File: src/rtl/pg_loader.sv
// rtl/pg_loader.sv - buffers a host byte-stream program and replays it as a burst on the core program port
// Optional checksum byte after the terminator: define PG_LOADER_CHECKSUM_EN.
module pg_loader #(
    parameter int DEPTH = 32
) (
    input  logic        clk,
    input  logic        rstz,
    input  logic [7:0]  in_data,
    input  logic        in_valid,
    output logic        in_ready,
    output logic        pg,
    output logic [15:0] pg_instr,
    output logic        cpu_rstz,
    output logic        done,
    output logic        err
);

    localparam int AW = $clog2(DEPTH);
    localparam int CW = AW + 2;
    localparam logic [CW-1:0] DEPTH_C = CW'(DEPTH);
    localparam logic [15:0] TERM = 16'hF000;

    typedef enum logic [2:0] {
        S_OFF, S_CAPT, S_CSUM, S_DRAIN, S_DRAIN_CS, S_ENTER, S_BURST, S_EXIT
    } state_t;

    state_t        state, state_nx;
    logic [CW-1:0] n, idx;
    logic          phase;
    logic [7:0]    hi;
    logic [15:0]   mem [DEPTH];

    logic        in_ready_nx, pg_nx, cpu_rstz_nx, done_nx, err_nx, enter;
    logic [15:0] pg_instr_nx, bword;
    logic        xfer, wdone, is_term, wr;

    assign xfer    = in_valid && in_ready;
    assign wdone   = xfer && phase;
    assign is_term = ({hi, in_data} == TERM);
    assign wr      = (state == S_CAPT) && wdone && !is_term && (n != DEPTH_C);
    // The terminator is never stored; it is substituted once the index reaches n.
    assign bword   = (idx == n) ? TERM : mem[idx[AW-1:0]];

`ifdef PG_LOADER_CHECKSUM_EN
    logic [7:0] acc;
    logic       cs_ok;
    assign cs_ok = ((acc ^ in_data) == 8'h00);
`endif

    always_ff @(posedge clk or negedge rstz) begin
        if (!rstz) begin
            state    <= S_OFF;
            in_ready <= 1'b0;
            pg       <= 1'b0;
            pg_instr <= 16'h0000;
            cpu_rstz <= 1'b0;
            done     <= 1'b0;
            err      <= 1'b0;
        end else begin
            state    <= state_nx;
            in_ready <= in_ready_nx;
            pg       <= pg_nx;
            pg_instr <= pg_instr_nx;
            cpu_rstz <= cpu_rstz_nx;
            done     <= done_nx;
            err      <= err_nx;
        end
    end

    always_comb begin
        state_nx    = state;
        in_ready_nx = in_ready;
        pg_nx       = 1'b0;
        pg_instr_nx = 16'h0000;
        cpu_rstz_nx = cpu_rstz;
        done_nx     = done;
        err_nx      = err;
        enter       = 1'b0;
        case (state)
            S_OFF: begin
                state_nx    = S_CAPT;
                in_ready_nx = 1'b1;
            end
            S_CAPT: begin
                if (wdone) begin
                    if (is_term) begin
`ifdef PG_LOADER_CHECKSUM_EN
                        state_nx = S_CSUM;
`else
                        enter = 1'b1;
`endif
                    end else if (n == DEPTH_C) begin
                        state_nx = S_DRAIN;
                        err_nx   = 1'b1;
                    end
                end
            end
            S_CSUM: begin
`ifdef PG_LOADER_CHECKSUM_EN
                if (xfer) begin
                    if (cs_ok) begin
                        enter = 1'b1;
                    end else begin
                        err_nx   = 1'b1;
                        state_nx = S_CAPT;
                    end
                end
`else
                state_nx = S_CAPT;
`endif
            end
            S_DRAIN: begin
                if (wdone && is_term) begin
`ifdef PG_LOADER_CHECKSUM_EN
                    state_nx = S_DRAIN_CS;
`else
                    state_nx = S_CAPT;
`endif
                end
            end
            S_DRAIN_CS: begin
                if (xfer) state_nx = S_CAPT;
            end
            S_ENTER: begin
                state_nx    = S_BURST;
                pg_nx       = 1'b1;
                cpu_rstz_nx = 1'b1;
                pg_instr_nx = bword;
            end
            S_BURST: begin
                if (idx == n + CW'(1)) begin
                    state_nx    = S_EXIT;
                    cpu_rstz_nx = 1'b0;
                end else begin
                    pg_nx       = 1'b1;
                    pg_instr_nx = bword;
                end
            end
            S_EXIT: begin
                state_nx    = S_CAPT;
                cpu_rstz_nx = 1'b1;
                done_nx     = 1'b1;
                in_ready_nx = 1'b1;
            end
            default: state_nx = S_OFF;
        endcase
        if (enter) begin
            state_nx    = S_ENTER;
            pg_nx       = 1'b1;
            cpu_rstz_nx = 1'b0;
            in_ready_nx = 1'b0;
            done_nx     = 1'b0;
            err_nx      = 1'b0;
        end
    end

    always_ff @(posedge clk or negedge rstz) begin
        if (!rstz) begin
            n     <= '0;
            idx   <= '0;
            phase <= 1'b0;
            hi    <= 8'h00;
`ifdef PG_LOADER_CHECKSUM_EN
            acc   <= 8'h00;
`endif
        end else begin
            if (state == S_ENTER || state == S_BURST) idx <= idx + CW'(1);
            else                                      idx <= '0;
            // Any return to capture starts a fresh program: drop buffer, byte phase, checksum.
            if (state_nx == S_CAPT && state != S_CAPT) begin
                n     <= '0;
                phase <= 1'b0;
`ifdef PG_LOADER_CHECKSUM_EN
                acc   <= 8'h00;
`endif
            end else begin
                if (xfer) begin
                    phase <= ~phase;
                    if (!phase) hi <= in_data;
`ifdef PG_LOADER_CHECKSUM_EN
                    acc <= acc ^ in_data;
`endif
                end
                if (wr) n <= n + CW'(1);
            end
        end
    end

    always_ff @(posedge clk) begin
        if (wr) mem[n[AW-1:0]] <= {hi, in_data};
    end

endmodule

File: config.mk
export PLATFORM = sky130hd
export DESIGN_NAME = pg_loader
export DESIGN_NICKNAME = d
export VERILOG_FILES = /design/src/rtl/pg_loader.sv
export SDC_FILE = /design/constraint.sdc
export NUM_CORES = 1
export LEC_CHECK = 0
export BUFFER_PORTS_ARGS = -buffer_cell sky130_fd_sc_hd__buf_4
export CORE_UTILIZATION = 45
export CTS_CLUSTER_DIAMETER = 30
export CTS_CLUSTER_SIZE = 20
export DETAILED_ROUTE_END_ITERATION = 8
export GPL_ROUTABILITY_DRIVEN = 0
export GPL_TIMING_DRIVEN = 0
export HOLD_SLACK_MARGIN = 0.1
export PLACE_DENSITY = 0.61
export SLEW_MARGIN = 20
export SYNTH_ARGS = -nofsm -noshare
export SYNTH_HDL_FRONTEND = slang
export SYNTH_SLANG_ARGS = --single-unit
File: constraint.sdc
create_clock -name clk -period 8.5 [get_ports clk]
set_input_delay 0.85 -clock clk [delete_from_list [all_inputs] [get_ports clk]]
set_output_delay 0.85 -clock clk [all_outputs]
set_load 0.03 [all_outputs]
# [Word-level counts from Yosys, hierarchy flattened]
# Memories as Yosys holds them, arrays and structs flattened.
# Cells that the tools add are included.
[totals] n_memories=1 romBits=0 latchBits=0 word_cells=92 mem_bits_rw=512 out_inout_bits=21 inputBits=11 ff_bits=47
[mem_list] memory="mem" depth=32 word_bits=16 read_ports=1 rd_ports_with_merged_regs=0 wr=1 line="31" source="logic [15:0] mem [DEPTH];"
[op_classes] n_bitwise=2 mul=0 n_eq_ne=16 n_addsub=2 magnitude_cmp=0 shift=0 mux=36 div=0 reduce_logical=24
[ops] op="16-bit two-way mux" n=2
[ops] op="16-bit case mux with 2 select lines" n=1
[ops] op="3-bit two-way mux" n=7
[ops] op="7-bit two-way mux" n=3
[ops] op="1-bit two-way mux" n=20
[ops] op="3-bit case mux with 6 select lines" n=1
[ops] op="16-bit == test (second input constant)" n=1
[ops] op="7-bit by 1-bit adder with 7-bit output (second input constant)" n=2
[ops] op="7-bit == test" n=2
[ops] op="2-bit nonzero test" n=7
[ops] op="3-bit == test (second input constant)" n=4
[ops] op="7-bit by 6-bit == test with 1-bit output (second input constant)" n=1
[ops] op="1-bit logical AND" n=7
[ops] op="7-bit by 6-bit inequality test with 1-bit output (second input constant)" n=1
[ops] op="3-bit by 1-bit == test with 1-bit output (second input constant)" n=2
[ops] op="3-bit by 2-bit == test with 1-bit output (second input constant)" n=2
[ops] op="1-bit case mux with 2 select lines" n=2
[ops] op="4-bit AND reduction" n=1
[ops] op="2-bit OR reduction" n=2
[ops] op="3-bit zero test" n=1
[ops] op="3-bit by 1-bit inequality test with 1-bit output (second input constant)" n=1
[ops] op="3-bit inequality test (second input constant)" n=1
[ops] op="3-bit AND reduction" n=1
[ops] op="3-bit nonzero test" n=1
[ops] op="6 further kinds" n=7

# [Longest topological paths before layout]
# Gate-level depths: netlist of run 1.
[depth] depth_word=10 ltp_mapped=9 depth_no_buf=7

# [Least setup slack after synthesis of run 1]
# OpenSTA, ideal clock, no wires.
[synth_timing] path_kind="input-to-reg" start="input port in_valid" end="memory mem[24][0], enable pin" setup_time_ps=409 stages=6 slack_ps=5157 path_buffers=1 t_arrival_ps=2934 required_ps=8091 cell_sequence="nand2_1 nor4_2 and3_1 buf_2 nand2_2 nor3_1"
[synth_between] elab_chain_len=7
[synth_rtl] item="start: declaration" line="9" source="input logic in_valid,"
[synth_rtl] item="1-bit logical AND" line="37" source="assign xfer = in_valid && in_ready;"
[synth_rtl] item="1-bit logical AND" line="38" source="assign wdone = xfer && phase;"
[synth_rtl] item="1-bit logical AND (3 in series)" line="40" source="assign wr = (state == S_CAPT) && wdone && !is_term && (n != DEPTH_C);"
[synth_rtl] item="1-bit two-way mux" line="190" source="if (wr) mem[n[AW-1:0]] <= {hi, in_data};"
[synth_rtl] item="1-bit two-way mux (not written as such)" line="190"
[synth_rtl] item="end: declaration" line="31"
# No other way between the ends.

# [Worst setup path in the final report of run 1]
[layout_timing] start="register hi[6]" end="memory mem[25][0], enable pin"
[layout_between] elab_chain_len=6
[layout_rtl] item="start: declaration" line="30" source="logic [7:0] hi;"
[layout_rtl] item="start signal: assignment" line="179" source="if (!phase) hi <= in_data;"
[layout_rtl] item="16-bit == test" line="39" source="assign is_term = ({hi, in_data} == TERM);"
[layout_rtl] item="1-bit zero test" line="40"
[layout_rtl] item="1-bit logical AND (2 in series)" line="40"
[layout_rtl] item="1-bit two-way mux" line="190"
[layout_rtl] item="1-bit two-way mux (not written as such)" line="190"
# No other way between the ends.

==> flow_summary.toml, run 1 <==
[setup_path]
crit_required_ns = 8.87
r2r_start = "hi[6]"
worstSetupPathType = "register to register"
startpoint = "hi[6]"
crit_family = "simple AND/OR/NAND/NOR gates"
slowest_stage = "dfrtp_1"
critical_path_arrival_ns = 3.76
crit_fanout = 34
startpoint_type = "register"
regToRegSetupSlack_ns = 5.11
path_cells = "nor4b_1 > nand4_1 > and3_1 > buf_2 > nand2_2 > nor3_2 > buf_4 > buf_4"
slowest_delay_ns = 1.02
cp.buffers_inverters = 3
r2r_end = "mem[25][0]"
path_common_cell = "buf_4"
critical_path_cell_count = 8
reg2reg_depth = 8
endpoint = "mem[25][0]"
crit_path_end_kind = "register"

[global_routing]
grt_pass1_wl_um = 75200
grt_use_total_pct = 21.3
grt_overflow = 0
antenna_found_initial = 0
grt_pass1_vias = 11245
grt_max_degree = 48

[clock_tree]
clk_latency_ns = 0.63
cts_resized = 0
cts_tree = "built"
clockBufferDepth = 3
clockRootBuffer = "clkbuf_16"
htree_num_levels = 3
cts_made_buffers = 105
post-cts-setup-buffers = 0
clk_pin_slew_ns = 0.05
cts_hold_buf = 0
cts_sinks = 559

[yosys]
synth.most_common_cell = "edfxtp_1"
synth_top_family_by_area = "multiplexers"
yosysWarnings = 0
synthAdderAreaFrac_pct = 0.285
synth_largest_area_cell = "edfxtp_1"
ys_seq_area_share_pct = 75.3
syn_avg_cell_area_sq_um = 21.3
ys_ff_latch = 559
synthFlopType = "edfxtp_1"
synth_top_area_share_pct = 70.0
synthesis.area_sq_mm = 0.0220
synthTopCellsByCount = "512 x edfxtp_1, 152 x mux4_2, 51 x nor2_1"
synthCells = 1032
synth_async_sr_flop_share_pct = 8.41
synth_compound_gate_area_share_pct = 2.18
syn_nets = 1048
synthDistinctLibCells = 53
synthSimpleGateAreaFrac_pct = 3.51
yosys.area_share.xor_xnor_pct = 0.917
synthTopCellsByArea = "edfxtp_1 70%, mux4_2 16%, dfrtp_1 5.4%"
synth-edff-count = 512
muxShareOfSynthArea_pct = 16.0

[timing]
setup_viol_count_final = 0
rsz0062_at_grt = "no"
clock.fmax_mhz = 295
timing.final.crit_share_pct = 39.8
fin_setup_tns_ns = 0
drv_slew = 0
finClkSkew_ns = 0.0191
slew_headroom_pct = 30.4
hold_viol_final = 0
worst_slew_pin_slew_ns = 1.04
period_minus_slack_ns = 3.39

[hold_path]
min_path_type = "primary input to async pin"

[floorplanning]
die_w_um = 223
boundaryPins = 32
initial_core_util_pct = 45.8
core-area_sq_mm = 0.0479
rows = 80
die-area_sq_mm = 0.0497
fp.dieH_um = 223

[power_and_ir_drop]
finalPower_mw = 7.69
leakagePower_nw = 8.81
cellPowerDensity_mw_per_mm2 = 285
ir_worst_vdd_mv = 0.154

[cells_and_area]
final_layout_size_suffix_gt1_share_pct = 36.4
nets = 1205
area_delta_synth_final_pct = 22.9
fill_cells = 3540
antenna_cells = 0

[drt]
wire_per_inst_um = 27.2
avgViaCountPerCell = 5.83
via_count = 11041
initialDrtViolationCount = 983
remaining_drc_errors = 0
firstDrtPassIters = 5
antenna_left = 0
drt-total-wl_um = 51500

[outcome]
status = "completed"

[placed_design]
post-dp-hpwl_um = 31300
port_buffers = 31

[run]
drv_cap = 0
## report_power, final
part,total [mW],internal [mW],switching [mW]
Clock,4.20,2.83,1.37
Combinational,0.0690,0.0277,0.0413
Sequential,3.42,3.22,0.199
## metal layers
layer  wire (um)  part of all wire (%)  global-route usage [%]  vias up
li1            -                     -                       -     4659
met1       21200                    41                    28.7     5828
met2       24800                    48                    33.5      460
met3        3780                   7.3                    4.61       94
met4        1740                   3.4                    9.54        0
met5           0                     0                       0        -
## layout by cell type (no fill, tap or decap), types with 5 or more instances in the layout
cell type	netlist	routed
edfxtp_1	512	512
xnor2_1	7	7
buf_8	1	10
buf_4	10	49
mux2_2	8	8
inv_1	7	7
bufinv_16	0	16
nand3_1	6	6
clkinvlp_4	0	9
nor2_2	0	11
xor2_1	16	16
clkinv_1	0	9
inv_6	0	7
clkinv_2	0	21
nor2_1	51	24
dfrtp_1	47	43
or3_1	5	5
nand4_1	7	7
clkinv_4	0	11
nor2_4	0	16
clkbuf_1	24	36
nand2_1	16	16
buf_2	16	16
a21oi_1	27	27
nor4b_1	13	13
ha_1	5	5
buf_6	7	9
a22oi_1	17	17
mux4_2	152	152
clkbuf_16	0	109
nor2b_1	17	17
## registers in the layout (all words and copies together) (netlist names)
register  cells
cpu_rstz      1
done          1
err           1
hi            8
idx           7
in_ready      1
mem         512
n             7
pg            1
pg_instr     16
phase         1
state         3
## worst min-delay path by stage
stage	endpoint
after floorplan	cpu_rstz
after global placement	err
after detailed placement	err
after CTS	pg_instr[7]
after global routing	done
final	in_ready
## layout make-up
class / instances / area, sq um / area share, %
Inverter: 7 / 26.3 / 0.0973
Clock buffer: 122 / 2790 / 10.3
Buffer: 62 / 354 / 1.31
Tap cell: 615 / 769 / 2.85
Clock inverter: 75 / 862 / 3.19
Timing Repair Buffer: 50 / 450 / 1.67
Sequential cell: 559 / 16600 / 61.3
Multi-Input combinational cell: 404 / 5210 / 19.3
## cells by family (layout without fill, tap and decap cells)
logic type	count (synthesis)	count (layout)
AND/OR/NAND/NOR	144	144
AO/OA/AOI/OAI	71	71
buffers and inverters	69	316
flip-flops	559	559
XOR/XNOR	23	23
multiplexers	161	161
adder cells (fa/ha/maj)	5	5
## through the flow
stage / hold slack [ns] / util (%) / setup WS [ns] / area (sq um) / instances
after floorplan: 0.554 / - / 5.16 / 22000 / 1032
after global placement: 0.482 / 47.9 / 3.37 / 23000 / 1678
after detailed placement: 0.494 / 48.7 / 4.96 / 23400 / 1697
after CTS: 0.266 / 56.3 / 4.90 / 27000 / 1894
after global routing: 0.298 / 56.3 / 4.91 / 27000 / 1894
final: 0.255 / 56.3 / 5.11 / 27000 / 1894
Note: power is estimated with default switching activity, not from simulation.
==> inputs of run 2 (changes only) <==
--- a/config.mk
+++ b/config.mk
@@ -13,7 +13,7 @@
 export GPL_ROUTABILITY_DRIVEN = 0
 export GPL_TIMING_DRIVEN = 0
 export HOLD_SLACK_MARGIN = 0.1
-export PLACE_DENSITY = 0.61
+export PLACE_DENSITY = 0.63
 export SLEW_MARGIN = 20
 export SYNTH_ARGS = -nofsm -noshare
 export SYNTH_HDL_FRONTEND = slang
==> constraint.sdc (replaced) <==
create_clock -name clk -period 3 [get_ports clk]
set_input_delay 0.3 -clock clk [delete_from_list [all_inputs] [get_ports clk]]
set_output_delay 0.3 -clock clk [all_outputs]
set_load 0.03 [all_outputs]
==> flow_summary.toml, run 2 (synthesized netlist as in run 1, its figures left out) <==
[power_and_ir_drop]
finalPower_mw = 21.8
leakagePower_nw = 8.98
ir_worst_vdd_mv = 0.465
cellPowerDensity_mw_per_mm2 = 792

[placed_design]
dp_slack_ns = -0.576
placed_area_sq_mm = 0.0234
post-dp-hpwl_um = 31500
port_buffers = 31
placedCellCount = 1694

[run]
drv_cap = 0

[drt]
initialDrtViolationCount = 1375
antenna_left = 0
avgViaCountPerCell = 5.85
firstDrtPassIters = 5
drt-total-wl_um = 52500
via_count = 11233
wire_per_inst_um = 27.3
remaining_drc_errors = 0

[setup_path]
slowest_stage = "dfrtp_4"
crit_path_end_kind = "register"
crit_family = "simple AND/OR/NAND/NOR gates"
reg2reg_depth = 7
startpoint_type = "register"
crit_fanout = 34
worstSetupPathType = "register to register"
cp.buffers_inverters = 2
crit_required_ns = 3.33
critical_path_cell_count = 7
slowest_delay_ns = 0.66
critical_path_arrival_ns = 3.30
path_cells = "and4b_1 > nand4_1 > and3_1 > buf_2 > nand2_2 > nor3_4 > buf_8"

[clock_tree]
clk_latency_ns = 0.64
clk_pin_slew_ns = 0.05
cts_made_buffers = 102
clockRootBuffer = "clkbuf_16"
clockBufferDepth = 3
cts_sinks = 559
cts_tree = "built"
htree_num_levels = 3

[global_routing]
grt_use_total_pct = 21.5
antenna_found_initial = 0
grt_pass1_vias = 11466
grt_max_degree = 48
grt_pass1_wl_um = 76000
grt_overflow = 0

[timing]
layout_setup_ws_ns = 0.0355
timing.final.crit_share_pct = 98.8
setup_viol_count_final = 0
period_minus_slack_ns = 2.96
clock.fmax_mhz = 337
slew_headroom_pct = 34.4
holdWs_ns = 0.113
worst_slew_pin_slew_ns = 0.984
fin_setup_tns_ns = 0
hold_viol_final = 0
drv_slew = 0
finClkSkew_ns = 0.0238

[floorplanning]
core-area_sq_mm = 0.0479
boundaryPins = 32
die_w_um = 223
rows = 80
initial_core_util_pct = 45.8
die-area_sq_mm = 0.0497
fp.dieH_um = 223

[cells_and_area]
finish.instance_area_sq_mm = 0.0276
area_delta_synth_final_pct = 25.5
fill_cells = 3396
largest_reg_flops = 512
final_cell_mix = "512 x edfxtp_1, 152 x mux4_2, 103 x clkbuf_16"
final_common_cell = "edfxtp_1"
finish.utilization_pct = 57.5
final_layout_size_suffix_gt1_share_pct = 37.9
nets = 1232
stdcell_count = 1920
antenna_cells = 0

[outcome]
status = "completed"

[hold_path]
min_delay_path_depth = 1
min_path_type = "primary input to register"
run 2: cell count changes in the layout (fill, tap and decap cells not counted), moves of 5 or more:
cell / before / now
dfrtp_4: 0 / 6
clkbuf_16: 109 / 103
buf_12: 0 / 14
buf_4: 49 / 54
nor2_2: 11 / 1
clkinv_2: 21 / 13
buf_8: 10 / 15
clkbuf_8: 1 / 6
dlygate4sd3_1: 0 / 7
nor2_4: 16 / 26
run 2: layout make-up:
type	count	area (sq um)	share of cell area, %
plain buffers	61	360	1.31
clock buffers	121	2710	9.81
clock inverters	72	926	3.36
inverters	7	30.0	0.109
multi-input cells	404	5300	19.2
flip-flops and latches	559	16600	60.1
well taps	615	769	2.79
repair buffers	81	913	3.31
run 2: metal layers:
layer  track usage [%]  up-vias  routed length [um]
met4              8.97        0                1740
met2              33.2      481               25000
met5                 0        -                   0
met3              5.03       92                3960
met1              29.7     5961               21700
li1                  -     4699                   -
run 2: what timing repair did:
item                                   4_1_cts  5_1_grt
endpoints found under the hold margin      182        0
resized for setup                           18       17
setup endpoints to repair                  516      222
setup buffers                               10       17
hold buffers                                 7        0
pin swaps                                    8       10
run 2: final timing paths:
check                           start  slack [ns]           to
max                             hi[2]        0.04  mem[25][12]
min                        in_data[0]        0.11   mem[26][0]
max reg2reg                     hi[2]        0.04  mem[25][12]
min reg2reg                       err        0.51          err
max in group asynchronous        rstz        2.23        hi[0]
min in group asynchronous        rstz        0.24          err
run 2: report_power, final:
part,internal (mW),switching (mW),leakage (nW)
combinational,0.0847,0.125,2.02
clock,7.95,3.97,1.74
sequential,9.15,0.568,5.21
==> inputs of run 3 (changes only) <==
--- a/config.mk
+++ b/config.mk
@@ -6,6 +6,8 @@
 export NUM_CORES = 1
 export LEC_CHECK = 0
 export BUFFER_PORTS_ARGS = -buffer_cell sky130_fd_sc_hd__buf_4
+export CAP_MARGIN = 40
+export CORE_ASPECT_RATIO = 1.25
 export CORE_UTILIZATION = 45
 export CTS_CLUSTER_DIAMETER = 30
 export CTS_CLUSTER_SIZE = 20
==> flow_summary.toml, run 3 (synthesized netlist as in run 1, its figures left out) <==
[setup_path]
crit_required_ns = 3.32
path_cells = "clkbuf_1 > inv_1 > ha_1 > nand2_1 > or3_1 > nand4_1 > buf_4 > nor2_2 > buf_8"
crit_fanout = 10
critical_path_arrival_ns = 3.23
startpoint_type = "register"
regToRegSetupSlack_ns = 0.09
r2r_end = "mem[31][13]"
crit_path_end_kind = "register"
reg2reg_depth = 9
slowest_delay_ns = 0.52
startpoint = "n[0]"
endpoint = "mem[31][13]"
slowest_stage = "nor2_2"
worstSetupPathType = "register to register"
r2r_start = "n[0]"

[global_routing]
grt_overflow = 0
grt_use_total_pct = 22.4
grt_pass1_wl_um = 77800
antenna_found_initial = 1
grt_pass1_vias = 11549
grt_max_degree = 48

[power_and_ir_drop]
finalPower_mw = 21.1
cellPowerDensity_mw_per_mm2 = 768
leakagePower_nw = 8.97
ir_worst_vdd_mv = 0.380

[cells_and_area]
finish.instance_area_sq_mm = 0.0274
final_common_cell = "edfxtp_1"
final_cell_mix = "512 x edfxtp_1, 152 x mux4_2, 94 x clkbuf_16"
final_layout_size_suffix_gt1_share_pct = 38.3
nets = 1237
fill_cells = 3566
antenna_cells = 0
finish.utilization_pct = 56.9
largest_reg_flops = 512
stdcell_count = 1943
area_delta_synth_final_pct = 24.9

[clock_tree]
clk_pin_slew_ns = 0.06
clockRootBuffer = "clkbuf_16"
cts_tree = "built"
cts_sinks = 559
clockBufferDepth = 3
cts_made_buffers = 92
clk_latency_ns = 0.62
htree_num_levels = 3

[timing]
setup_viol_count_final = 0
hold_viol_final = 0
drv_slew = 0
timing.final.crit_share_pct = 96.9
worst_slew_pin_slew_ns = 0.880
slew_headroom_pct = 41.4
clock.fmax_mhz = 344
finClkSkew_ns = 0.0246
period_minus_slack_ns = 2.91
rsz0062_at_grt = "no"

[drt]
remaining_drc_errors = 0
via_count = 11300
drt-total-wl_um = 53800
avgViaCountPerCell = 5.82
initialDrtViolationCount = 1049
antenna_left = 0
firstDrtPassIters = 5
wire_per_inst_um = 27.7

[floorplanning]
rows = 90
fp.dieH_um = 249
boundaryPins = 32
core-area_sq_mm = 0.0482
die_w_um = 200
initial_core_util_pct = 45.6
die-area_sq_mm = 0.0497

[placed_design]
placedCellCount = 1736
post-dp-hpwl_um = 33800
placed_area_sq_mm = 0.0236
port_buffers = 31

[hold_path]
min_path_type = "primary input to register"

[outcome]
status = "completed"

[run]
drv_cap = 0
[run 3: worst min-delay path by stage]
| stage | slack (ns) | cells after the start | end | from |
|---|---|---|---|---|
| after global routing | 0.10 | 1 | mem[27][5] | in_data[5] |
| after detailed placement | 0.39 | 1 | hi[4] | rstz |
| after floorplan | 0.004 | 0 | cpu_rstz | rstz |
| after global placement | 0.38 | 1 | hi[5] | rstz |
| final | 0.12 | 1 | mem[27][5] | in_data[5] |
| after CTS | 0.10 | 1 | mem[27][5] | in_data[5] |
[run 3: area by class of cell]
cell class                 instances  area [sq um]  share of cell area [%]
inverter                           7          26.3                  0.0958
sequential                       559         16600                    60.3
tap                              644           806                    2.94
multi-input combinational        404          5300                    19.3
buffer                            61           359                    1.31
timing repair buffer              96          1130                    4.12
clock inverter                    67           822                    3.00
clock buffer                     105          2440                    8.90
[run 3: what timing repair did]
item,4_1_cts,5_1_grt
pin swaps,15,8
hold buffers,1,0
endpoints found under the setup margin,358,293
endpoints found under the hold margin,47,0
resized for setup,14,8
buffers inserted,21,13
[run 3: where the power goes]
group | internal [mW] | total (mW) | switching (mW)
clock | 7.08 | 11.0 | 3.88
sequential | 9.11 | 9.35 | 0.248
combinational | 0.264 | 0.778 | 0.514
total | 16.4 | 21.1 | 4.64
[run 3: through the flow]
step	worst slack (ns)	setup TNS [ns]	hold slack, ns
6_report	0.0934	0	0.116
5_1_grt	0.0121	0	0.104
4_1_cts	-0.0129	-0.0524	0.104
3_5_place_dp	-0.250	-36.88	0.391
3_3_place_gp	-1.30	-568.98	0.380
2_1_floorplan	0.284	0	0.00441
[run 3: routing by layer]
layer	up-vias	GRT usage (%)	share of wire, %
li1	4707	-	-
met4	0	9.97	3.7
met5	-	0	0
met3	116	4.39	7.1
met1	5986	28.5	38
met2	491	37.2	52
[run 3: worst max-delay path: cells and delay by family (launching register included)]
kind | cells | cell delay, ns
AND/OR/NAND/NOR | 4 | 1.02
buffers and inverters | 4 | 0.95
flip-flops | 1 | 0.38
adder cells (fa/ha/maj) | 1 | 0.27
